**src/rtl/mem_port_arbiter_if.sv**
```systemverilog
// Bundle of the arbiter's cache-side and memory-bus signals.
// master = the arbiter itself, slave = the caches plus memory bus model.
interface mem_port_arbiter_if #(
   parameter int LW_BITS = 2
);
   logic                ic_req;
   logic [31:0]         ic_addr;
   logic                ic_busy;
   logic                ic_rvalid;
   logic [31:0]         ic_rdata;
   logic [LW_BITS-1:0]  ic_beat;
   logic                ic_done;

   logic                dc_req;
   logic                dc_we;
   logic [31:0]         dc_addr;
   logic [31:0]         dc_wdata;
   logic                dc_busy;
   logic                dc_rvalid;
   logic [31:0]         dc_rdata;
   logic [LW_BITS-1:0]  dc_beat;
   logic                dc_done;

   logic                mem_req;
   logic                mem_we;
   logic [31:0]         mem_addr;
   logic [31:0]         mem_wdata;
   logic                mem_ready;
   logic [31:0]         mem_rdata;

   modport master (
      input  ic_req, ic_addr, dc_req, dc_we, dc_addr, dc_wdata, mem_ready, mem_rdata,
      output ic_busy, ic_rvalid, ic_rdata, ic_beat, ic_done,
      output dc_busy, dc_rvalid, dc_rdata, dc_beat, dc_done,
      output mem_req, mem_we, mem_addr, mem_wdata
   );

   modport slave (
      output ic_req, ic_addr, dc_req, dc_we, dc_addr, dc_wdata, mem_ready, mem_rdata,
      input  ic_busy, ic_rvalid, ic_rdata, ic_beat, ic_done,
      input  dc_busy, dc_rvalid, dc_rdata, dc_beat, dc_done,
      input  mem_req, mem_we, mem_addr, mem_wdata
   );
endinterface

```
**src/rtl/mem_port_arbiter.sv**
```systemverilog
// Round-robin owner of the main-memory port: I-cache fills vs D-cache fills/writebacks,
// each grant a fixed in-order burst of LINE_WORDS beats followed by a one-cycle done pulse.
module mem_port_arbiter #(
   parameter int LINE_WORDS = 4,
   parameter int LW_BITS    = 2
) (
   input  logic                CLK,
   input  logic                RESET,
   mem_port_arbiter_if.master  bus,
   output logic [1:0]          dbg_state
);

   typedef enum logic [1:0] {IDLE = 2'd0, I_XFER = 2'd1, D_XFER = 2'd2, DONE = 2'd3} state_e;

   localparam logic [31:0]        LINE_MASK = ~(32'(LINE_WORDS * 4) - 32'd1);
   localparam logic [LW_BITS-1:0] LAST_BEAT = LW_BITS'(LINE_WORDS - 1);

   state_e               state_q, state_d;
   logic [LW_BITS-1:0]   beat_q, beat_d;
   logic [31:0]          base_q, base_d;
   logic                 we_q, we_d;
   logic                 last_d_q, last_d_d;   // 1 = D side won the most recent grant

   logic xfer, in_done, i_owner, d_owner;

   // Bus handshake: a beat completes in any XFER cycle where mem_ready is high;
   // mem_req/mem_addr/mem_we stay stable while mem_ready is low.
   always_comb begin
      state_d  = state_q;
      beat_d   = beat_q;
      base_d   = base_q;
      we_d     = we_q;
      last_d_d = last_d_q;
      case (state_q)
         IDLE: begin
            if (bus.ic_req && (!bus.dc_req || last_d_q)) begin
               state_d  = I_XFER;
               base_d   = bus.ic_addr & LINE_MASK;
               we_d     = 1'b0;
               beat_d   = '0;
               last_d_d = 1'b0;
            end else if (bus.dc_req) begin
               state_d  = D_XFER;
               base_d   = bus.dc_addr & LINE_MASK;
               we_d     = bus.dc_we;
               beat_d   = '0;
               last_d_d = 1'b1;
            end
         end
         I_XFER, D_XFER: begin
            if (bus.mem_ready) begin
               beat_d = beat_q + LW_BITS'(1);
               if (beat_q == LAST_BEAT) state_d = DONE;
            end
         end
         DONE:    state_d = IDLE;
         default: state_d = IDLE;
      endcase
   end

   always_ff @(posedge CLK or negedge RESET) begin
      if (!RESET) begin
         state_q  <= IDLE;
         beat_q   <= '0;
         base_q   <= '0;
         we_q     <= 1'b0;
         last_d_q <= 1'b0;
      end else begin
         state_q  <= state_d;
         beat_q   <= beat_d;
         base_q   <= base_d;
         we_q     <= we_d;
         last_d_q <= last_d_d;
      end
   end

   assign xfer    = (state_q == I_XFER) || (state_q == D_XFER);
   assign in_done = (state_q == DONE);
   assign i_owner = (xfer || in_done) && !last_d_q;
   assign d_owner = (xfer || in_done) &&  last_d_q;

   assign bus.mem_req   = xfer;
   assign bus.mem_we    = (state_q == D_XFER) && we_q;
   assign bus.mem_addr  = xfer ? (base_q | 32'({beat_q, 2'b00})) : 32'd0;
   assign bus.mem_wdata = bus.dc_wdata;

   assign bus.ic_rvalid = (state_q == I_XFER) && bus.mem_ready;
   assign bus.ic_rdata  = bus.ic_rvalid ? bus.mem_rdata : 32'd0;
   assign bus.ic_beat   = (state_q == I_XFER) ? beat_q : '0;
   assign bus.ic_done   = in_done && !last_d_q;

   assign bus.dc_rvalid = (state_q == D_XFER) && !we_q && bus.mem_ready;
   assign bus.dc_rdata  = bus.dc_rvalid ? bus.mem_rdata : 32'd0;
   assign bus.dc_beat   = (state_q == D_XFER) ? beat_q : '0;
   assign bus.dc_done   = in_done && last_d_q;

   // Busy is forced low in reset so the caches see the abandoned burst immediately.
   assign bus.ic_busy = RESET && (bus.ic_req || i_owner);
   assign bus.dc_busy = RESET && (bus.dc_req || d_owner);

   assign dbg_state = state_q;

endmodule

```
**src/flat_wrapper.sv**
```systemverilog
// flat-port wrapper written by rule: the top's interface ports become plain ports
module mem_port_arbiter_flat 
#(
   parameter int LINE_WORDS = 4,
   parameter int LW_BITS    = 2
)
  (CLK, RESET, dbg_state, bus_ic_req, bus_ic_addr, bus_dc_req, bus_dc_we, bus_dc_addr, bus_dc_wdata, bus_mem_ready, bus_mem_rdata, bus_ic_busy, bus_ic_rvalid, bus_ic_rdata, bus_ic_beat, bus_ic_done, bus_dc_busy, bus_dc_rvalid, bus_dc_rdata, bus_dc_beat, bus_dc_done, bus_mem_req, bus_mem_we, bus_mem_addr, bus_mem_wdata);
  mem_port_arbiter_if #(.LW_BITS(LW_BITS)) bus_i ();
  input  logic CLK;
  input  logic RESET;
  output logic [1:0] dbg_state;
  input wire logic [$bits(bus_i.ic_req)-1:0] bus_ic_req;
  input wire logic [$bits(bus_i.ic_addr)-1:0] bus_ic_addr;
  input wire logic [$bits(bus_i.dc_req)-1:0] bus_dc_req;
  input wire logic [$bits(bus_i.dc_we)-1:0] bus_dc_we;
  input wire logic [$bits(bus_i.dc_addr)-1:0] bus_dc_addr;
  input wire logic [$bits(bus_i.dc_wdata)-1:0] bus_dc_wdata;
  input wire logic [$bits(bus_i.mem_ready)-1:0] bus_mem_ready;
  input wire logic [$bits(bus_i.mem_rdata)-1:0] bus_mem_rdata;
  output wire logic [$bits(bus_i.ic_busy)-1:0] bus_ic_busy;
  output wire logic [$bits(bus_i.ic_rvalid)-1:0] bus_ic_rvalid;
  output wire logic [$bits(bus_i.ic_rdata)-1:0] bus_ic_rdata;
  output wire logic [$bits(bus_i.ic_beat)-1:0] bus_ic_beat;
  output wire logic [$bits(bus_i.ic_done)-1:0] bus_ic_done;
  output wire logic [$bits(bus_i.dc_busy)-1:0] bus_dc_busy;
  output wire logic [$bits(bus_i.dc_rvalid)-1:0] bus_dc_rvalid;
  output wire logic [$bits(bus_i.dc_rdata)-1:0] bus_dc_rdata;
  output wire logic [$bits(bus_i.dc_beat)-1:0] bus_dc_beat;
  output wire logic [$bits(bus_i.dc_done)-1:0] bus_dc_done;
  output wire logic [$bits(bus_i.mem_req)-1:0] bus_mem_req;
  output wire logic [$bits(bus_i.mem_we)-1:0] bus_mem_we;
  output wire logic [$bits(bus_i.mem_addr)-1:0] bus_mem_addr;
  output wire logic [$bits(bus_i.mem_wdata)-1:0] bus_mem_wdata;
  assign bus_i.ic_req = bus_ic_req;
  assign bus_i.ic_addr = bus_ic_addr;
  assign bus_i.dc_req = bus_dc_req;
  assign bus_i.dc_we = bus_dc_we;
  assign bus_i.dc_addr = bus_dc_addr;
  assign bus_i.dc_wdata = bus_dc_wdata;
  assign bus_i.mem_ready = bus_mem_ready;
  assign bus_i.mem_rdata = bus_mem_rdata;
  assign bus_ic_busy = bus_i.ic_busy;
  assign bus_ic_rvalid = bus_i.ic_rvalid;
  assign bus_ic_rdata = bus_i.ic_rdata;
  assign bus_ic_beat = bus_i.ic_beat;
  assign bus_ic_done = bus_i.ic_done;
  assign bus_dc_busy = bus_i.dc_busy;
  assign bus_dc_rvalid = bus_i.dc_rvalid;
  assign bus_dc_rdata = bus_i.dc_rdata;
  assign bus_dc_beat = bus_i.dc_beat;
  assign bus_dc_done = bus_i.dc_done;
  assign bus_mem_req = bus_i.mem_req;
  assign bus_mem_we = bus_i.mem_we;
  assign bus_mem_addr = bus_i.mem_addr;
  assign bus_mem_wdata = bus_i.mem_wdata;
  mem_port_arbiter #(.LINE_WORDS(LINE_WORDS), .LW_BITS(LW_BITS)) u_core (.CLK(CLK), .RESET(RESET), .bus(bus_i), .dbg_state(dbg_state));
endmodule
```
**config.mk**
```make
export PLATFORM = sky130hd
export DESIGN_NAME = mem_port_arbiter_flat
export DESIGN_NICKNAME = d
export VERILOG_FILES = /design/src/rtl/mem_port_arbiter_if.sv /design/src/rtl/mem_port_arbiter.sv /design/src/flat_wrapper.sv
export SDC_FILE = /design/constraint.sdc
export NUM_CORES = 1
export LEC_CHECK = 0
export ABC_AREA = 1
export BUFFER_PORTS_ARGS = -buffer_cell sky130_fd_sc_hd__buf_2
export CAP_MARGIN = 20
export CORE_AREA = 2 2 108 110
export CTS_BUF_LIST = sky130_fd_sc_hd__clkbuf_2
export DETAILED_ROUTE_END_ITERATION = 16
export DIE_AREA = 0 0 110 112
export GPL_TIMING_DRIVEN = 0
export SYNTH_ARGS = -nofsm -noshare
export SYNTH_HDL_FRONTEND = slang
export SYNTH_SLANG_ARGS = --single-unit
```
**constraint.sdc**
```tcl
create_clock -name CLK -period 3.5 [get_ports CLK]
set_input_delay 0.7 -clock CLK [delete_from_list [all_inputs] [get_ports CLK]]
set_output_delay 0.7 -clock CLK [all_outputs]
set_load 0.005 [all_outputs]
```
==> results.toml, run 1 <==
[worst_setup_path]
r2r_slack_ns = 1.81
path_max_fanout = 10
crit_required_ns = 2.80
cp_cell_sequence = "inv_1 > ha_1 > clkbuf_1 > clkbuf_1 > nand2_1 > inv_1 > buf_2"
r2r_cells = 8
end_kind = "output pin"
cp_top_family = "buffers and inverters"
crit_slowest_cell = "clkbuf_1"
reg2reg_from = "u_core.dbg_state[0]"
start_kind = "flip-flop"
reg2reg_to = "u_core.dbg_state[1]"
cp_num_buf_inv = 5
cp.arrival_ns = 2.28
worst_path_largest_cell_delay_ns = 0.46
worstSetupPathType = "reg2out"

[sta]
max_freq_mhz = 335.7
worstMarginPinSlew_ns = 0.8004
hold_viol = 0
rsz0062_at_grt = "false"
slew_headroom_pct = 46.64
finalSetupTns_ns = 0
maxSlewViolCount = 0
setup_slack_ns = 0.5208
fin_crit_sh_pct = 85.12
fin_crit_ns = 2.979
setup_viol = 0
fin_worst_skew_ns = 0.02558

[logic_synthesis]
syn_inst = 493
yosysUniqueCellTypes = 16
ys_seq_elements = 34
avgSynthCellArea_um2 = 5.977
yosysSeqAreaShare_pct = 28.87
yosysWarnings = 0
syn-cell-area_mm2 = 0.002947

[die]
die_x_um = 110
fp.coreArea_mm2 = 0.01117
die_height_um = 112
dieArea_mm2 = 0.01232
io_pins = 276
placement_rows = 39
start_util_pct = 26.37

[clock_tree]
cts.sinks = 34
h-tree-depth = 2
cts-root-buf = "clkbuf_2"
hold_buffers = 0
clock_latency_ns = 0.38
cts_setup_buffers = 0
cts_made_buffers = 5
cts_tree = "yes"
clk_pin_slew_ns = 0.20
cts_repair_resize_count = 0
clockBufferDepth = 2

[hold_path]
hp-class = "in2async"

[placed_design]
placedCellCount = 870
place_hpwl_mm = 9.517
place_congestion = 0.7596
pre_cts_ws_ns = 0.8419
portBuffers = 233

[final_layout]
final_common_cell = "buf_2"
layout-drive-gt1-share_pct = 39.32
fin_cells = 881
nNetsFinal = 874
syn_to_final_growth_pct = 47.26
final_cell_mix = "buf_2, nand2_1, inv_1"

[global_route]
grt_first_pass_wirelength_mm = 16.30
grt_overflow = 0
grt_pass1_vias = 3234
grt_usage_pct = 17.33
grt_antenna_before_repair = 5
grt_max_degree = 36

[routing]
drtIter0Drc = 193
wire_per_inst_um = 12.76
drc = 0
vias = 3580
vias_per_cell = 4.064
routed_wl_mm = 11.24
antenna_left = 0
drt_first_pass_iters = 8

[flow_run]
max_cap_violations = 0

[power_and_ir_drop]
leakagePower_nw = 3.169
finalPower_mw = 2.544
power.density_mw_per_mm2 = 586.2
peakVddDrop_uv = 203.6

[status]
status = "finished, final reports clean"
## power breakdown
group          total, mW  leakage [nW]  internal [mW]  switching, mW
Combinational       1.65          2.73          0.669          0.986
Sequential         0.708         0.416          0.588          0.120
Clock              0.181        0.0255         0.0428          0.138
## Yosys cell counts
master / instances / area, um^2
buf_4: 36 / 270.3
nand2_1: 144 / 540.5
nand4_1: 2 / 12.51
inv_2: 2 / 7.510
a21oi_4: 1 / 16.27
nor2_1: 67 / 251.5
inv_1: 112 / 420.4
conb_1: 1 / 3.750
ha_1: 6 / 75.07
a21oi_1: 2 / 10.01
clkbuf_1: 10 / 37.54
nand3b_1: 28 / 210.2
nand3_1: 34 / 170.2
buf_2: 12 / 60.06
dfrtp_1: 34 / 850.8
o21ai_0: 2 / 10.01
## metrics by stage
| step | hold slack [ns] | instance area, um^2 | utilization (%) |
|---|---|---|---|
| after floorplan | 0.4044 | 2950 | - |
| after global placement | 0.4630 | 4295 | 38.44 |
| after detailed placement | 0.4652 | 4295 | 38.44 |
| after CTS | 0.3756 | 4332 | 38.76 |
| after global routing | 0.4000 | 4334 | 38.79 |
| final | 0.3686 | 4339 | 38.83 |
## how the worst max path moves through the flow
stage | from | end | slack, ns | cells past startpoint
finish | u_core.dbg_state[0] | bus_mem_addr[24] | 0.52 | 7
global route | u_core.dbg_state[0] | bus_mem_addr[24] | 0.19 | 7
CTS | u_core.dbg_state[0] | bus_mem_addr[24] | 0.38 | 7
detailed placement | u_core.dbg_state[0] | bus_mem_addr[24] | 0.84 | 7
global placement | u_core.dbg_state[0] | bus_mem_addr[25] | 0.84 | 7
floorplan | u_core.dbg_state[0] | bus_mem_addr[12] | 1.37 | 6
## metal layers
metal  track usage [%]  vias up  routed length (um)
li1                  -     1868                   -
met1             18.18     1543                4210
met2             33.29      154                5849
met3             4.333       13                 974
met4             4.641        2                 191
met5                 0        -                  13
## worst reg2reg max path, cell delays in order (launching register included)
cell,delay [ns]
dfrtp_1,0.45
inv_1,0.11
ha_1,0.31
clkbuf_1,0.31
nand2_1,0.19
nand2_1,0.09
nor2_1,0.05
nand2_1,0.06
nand2_1,0.05
## logic make-up (layout without fill, tap and decap cells)
family	Yosys count	count (layout)	synth area share, %
AND/OR/NAND/NOR	275	275	40.21
buffers and inverters	172	413	27.01
adder cells (fa/ha/maj)	6	6	2.548
AO/OA/AOI/OAI	5	5	1.232
flip-flops	34	34	28.87
other	1	5	0.1273
## layout make-up
cell class              count  area [um^2]
well taps                 143        178.9
plain buffers              58        367.9
flip-flops and latches     34        850.8
fillers                  1284         6835
inverters                 114        427.9
repair buffers            233         1166
clock buffers               5        25.02
diodes                      3        7.507
clock inverters             3        11.26
multi-input cells         288         1304
## sequential cells by signal, summed over array words and instances (netlist names)
| name | flops |
|---|---|
| u_core.we_q | 1 |
| u_core.base_q | 28 |
| u_core.last_d_q | 1 |
| u_core.dbg_state | 2 |
| u_core.beat_q | 2 |
No activity file was read; power rests on OpenSTA's default activity.
==> inputs of run 2 (changes only) <==
--- a/config.mk
+++ b/config.mk
@@ -6,7 +6,7 @@
 export NUM_CORES = 1
 export LEC_CHECK = 0
 export ABC_AREA = 1
-export BUFFER_PORTS_ARGS = -buffer_cell sky130_fd_sc_hd__buf_2
+export BUFFER_PORTS_ARGS = -buffer_cell sky130_fd_sc_hd__buf_4
 export CAP_MARGIN = 20
 export CORE_AREA = 2 2 108 110
 export CTS_BUF_LIST = sky130_fd_sc_hd__clkbuf_2
==> run 2 against run 1 <==
Compared with the run above: via count increased by 3.0%; sequential cell count unchanged; largest power group unchanged; first-iteration DRC count decreased by 22%; setup slack got worse by 0.058 ns; register-to-register slack got worse by 0.02 ns; combinational power increased by 15%.
==> results.toml, run 2 (synthesis results as in run 1) <==
[clock_tree]
cts-root-buf = "clkbuf_2"
cts.sinks = 34
h-tree-depth = 2
clockBufferDepth = 2
cts_setup_buffers = 0
clk_pin_slew_ns = 0.19
hold_buffers = 0
cts_made_buffers = 5
cts_repair_resize_count = 0
cts_tree = "yes"
clock_latency_ns = 0.37

[die]
fp.coreArea_mm2 = 0.01117
die_x_um = 110
placement_rows = 39
dieArea_mm2 = 0.01232
io_pins = 276
start_util_pct = 26.37
die_height_um = 112

[sta]
hold_viol = 0
fin_hold_ws_ns = 0.2388
setup_viol = 0
max_freq_mhz = 329.3
setup_slack_ns = 0.4629
fin_crit_ns = 3.037
slew_headroom_pct = 65.70
maxSlewViolCount = 0
fin_crit_sh_pct = 86.77
rsz0062_at_grt = "false"
worstMarginPinSlew_ns = 0.5145
fin_worst_skew_ns = 0.02674
finalSetupTns_ns = 0

[routing]
wl_met3_um = 948
drt_first_pass_iters = 5
top_layer_used = "met4"
met2_length_mm = 6.424
vias = 3688
antenna_left = 0
drc = 0
drtIter0Drc = 151
vias_per_cell = 4.200
m1WireLength_mm = 4.265
wire_per_inst_um = 13.47
routed_wl_mm = 11.83

[final_layout]
nNetsFinal = 874
fin_cells = 878
syn_to_final_growth_pct = 66.84
layout-drive-gt1-share_pct = 39.65
final_cell_area_mm2 = 0.004916
fillers = 1195
largest_reg_flops = 28
final_common_cell = "buf_4"
top_register = "u_core.base_q"
utilization_pct = 43.99
final_cell_mix = "buf_4, nand2_1, inv_1"

[global_route]
grt_max_degree = 36
grt_overflow = 0
grt_first_pass_wirelength_mm = 18.07
grt_pass1_vias = 3606
grt_antenna_before_repair = 1
grt_usage_pct = 18.74

[power_and_ir_drop]
leakagePower_nw = 3.288
peakVddDrop_uv = 244.7
power.density_mw_per_mm2 = 568.5
finalPower_mw = 2.795

[worst_setup_path]
end_kind = "output pin"
cp.arrival_ns = 2.34
start_kind = "flip-flop"
worstSetupPathType = "reg2out"
path_max_fanout = 10
crit_required_ns = 2.80

[hold_path]
hp-class = "in2async"

[status]
status = "finished, final reports clean"

[placed_design]
pre_cts_ws_ns = 0.8169
place_congestion = 0.7946
placedCellCount = 870
postPlaceCellArea_mm2 = 0.004878
portBuffers = 233
place_hpwl_mm = 9.957

[flow_run]
max_cap_violations = 0
[run 2: cell types whose count changed in the layout (fill, tap and decap cells not counted), sizes merged]
cell	previous run	this run
clkbuf	15	17
clkinv	3	0
diode	3	1
[run 2: layout make-up]
cell class,count,area [um^2],area share [%]
antenna,1,2.502,0.05090
tap,143,178.9,3.640
sequential,34,850.8,17.31
multi-input combinational,288,1304,26.52
clock buffer,7,35.03,0.7127
timing repair buffer,233,1749,35.58
inverter,114,427.9,8.705
buffer,58,367.9,7.483
[run 2: worst paths after layout]
check | start | to | slack (ns) | depth (start not counted)
worst max-delay path | u_core.dbg_state[0] | bus_mem_addr[25] | 0.46 | 7
worst min-delay path | RESET | u_core.base_q[30] | 0.24 | 1
worst max register to register | u_core.dbg_state[0] | u_core.dbg_state[1] | 1.79 | 8
worst min register to register | u_core.base_q[31] | u_core.base_q[31] | 0.50 | 2
max in group asynchronous | RESET | u_core.base_q[14] | 2.91 | 1
min in group CLK | u_core.base_q[31] | u_core.base_q[31] | 0.50 | 2
[run 2: metal layers]
| layer | track usage [%] | vias to the layer above |
|---|---|---|
| met3 | 3.747 | 13 |
| met4 | 4.557 | 0 |
| met2 | 36.36 | 158 |
| met1 | 20.12 | 1653 |
| met5 | 0 | - |
| li1 | - | 1864 |
[run 2: worst max-delay path, stage by stage, from the launching register on]
cell      delay (ns)
dfrtp_1         0.46
inv_1           0.11
ha_1            0.32
clkbuf_1        0.30
clkbuf_1        0.46
nand2_1         0.12
inv_1           0.08
buf_4           0.10
[run 2: report_power, final]
group / internal (mW) / total (mW) / switching (mW)
clock network: 0.0522 / 0.184 / 0.132
registers: 0.588 / 0.712 / 0.124
logic: 0.881 / 1.90 / 1.02
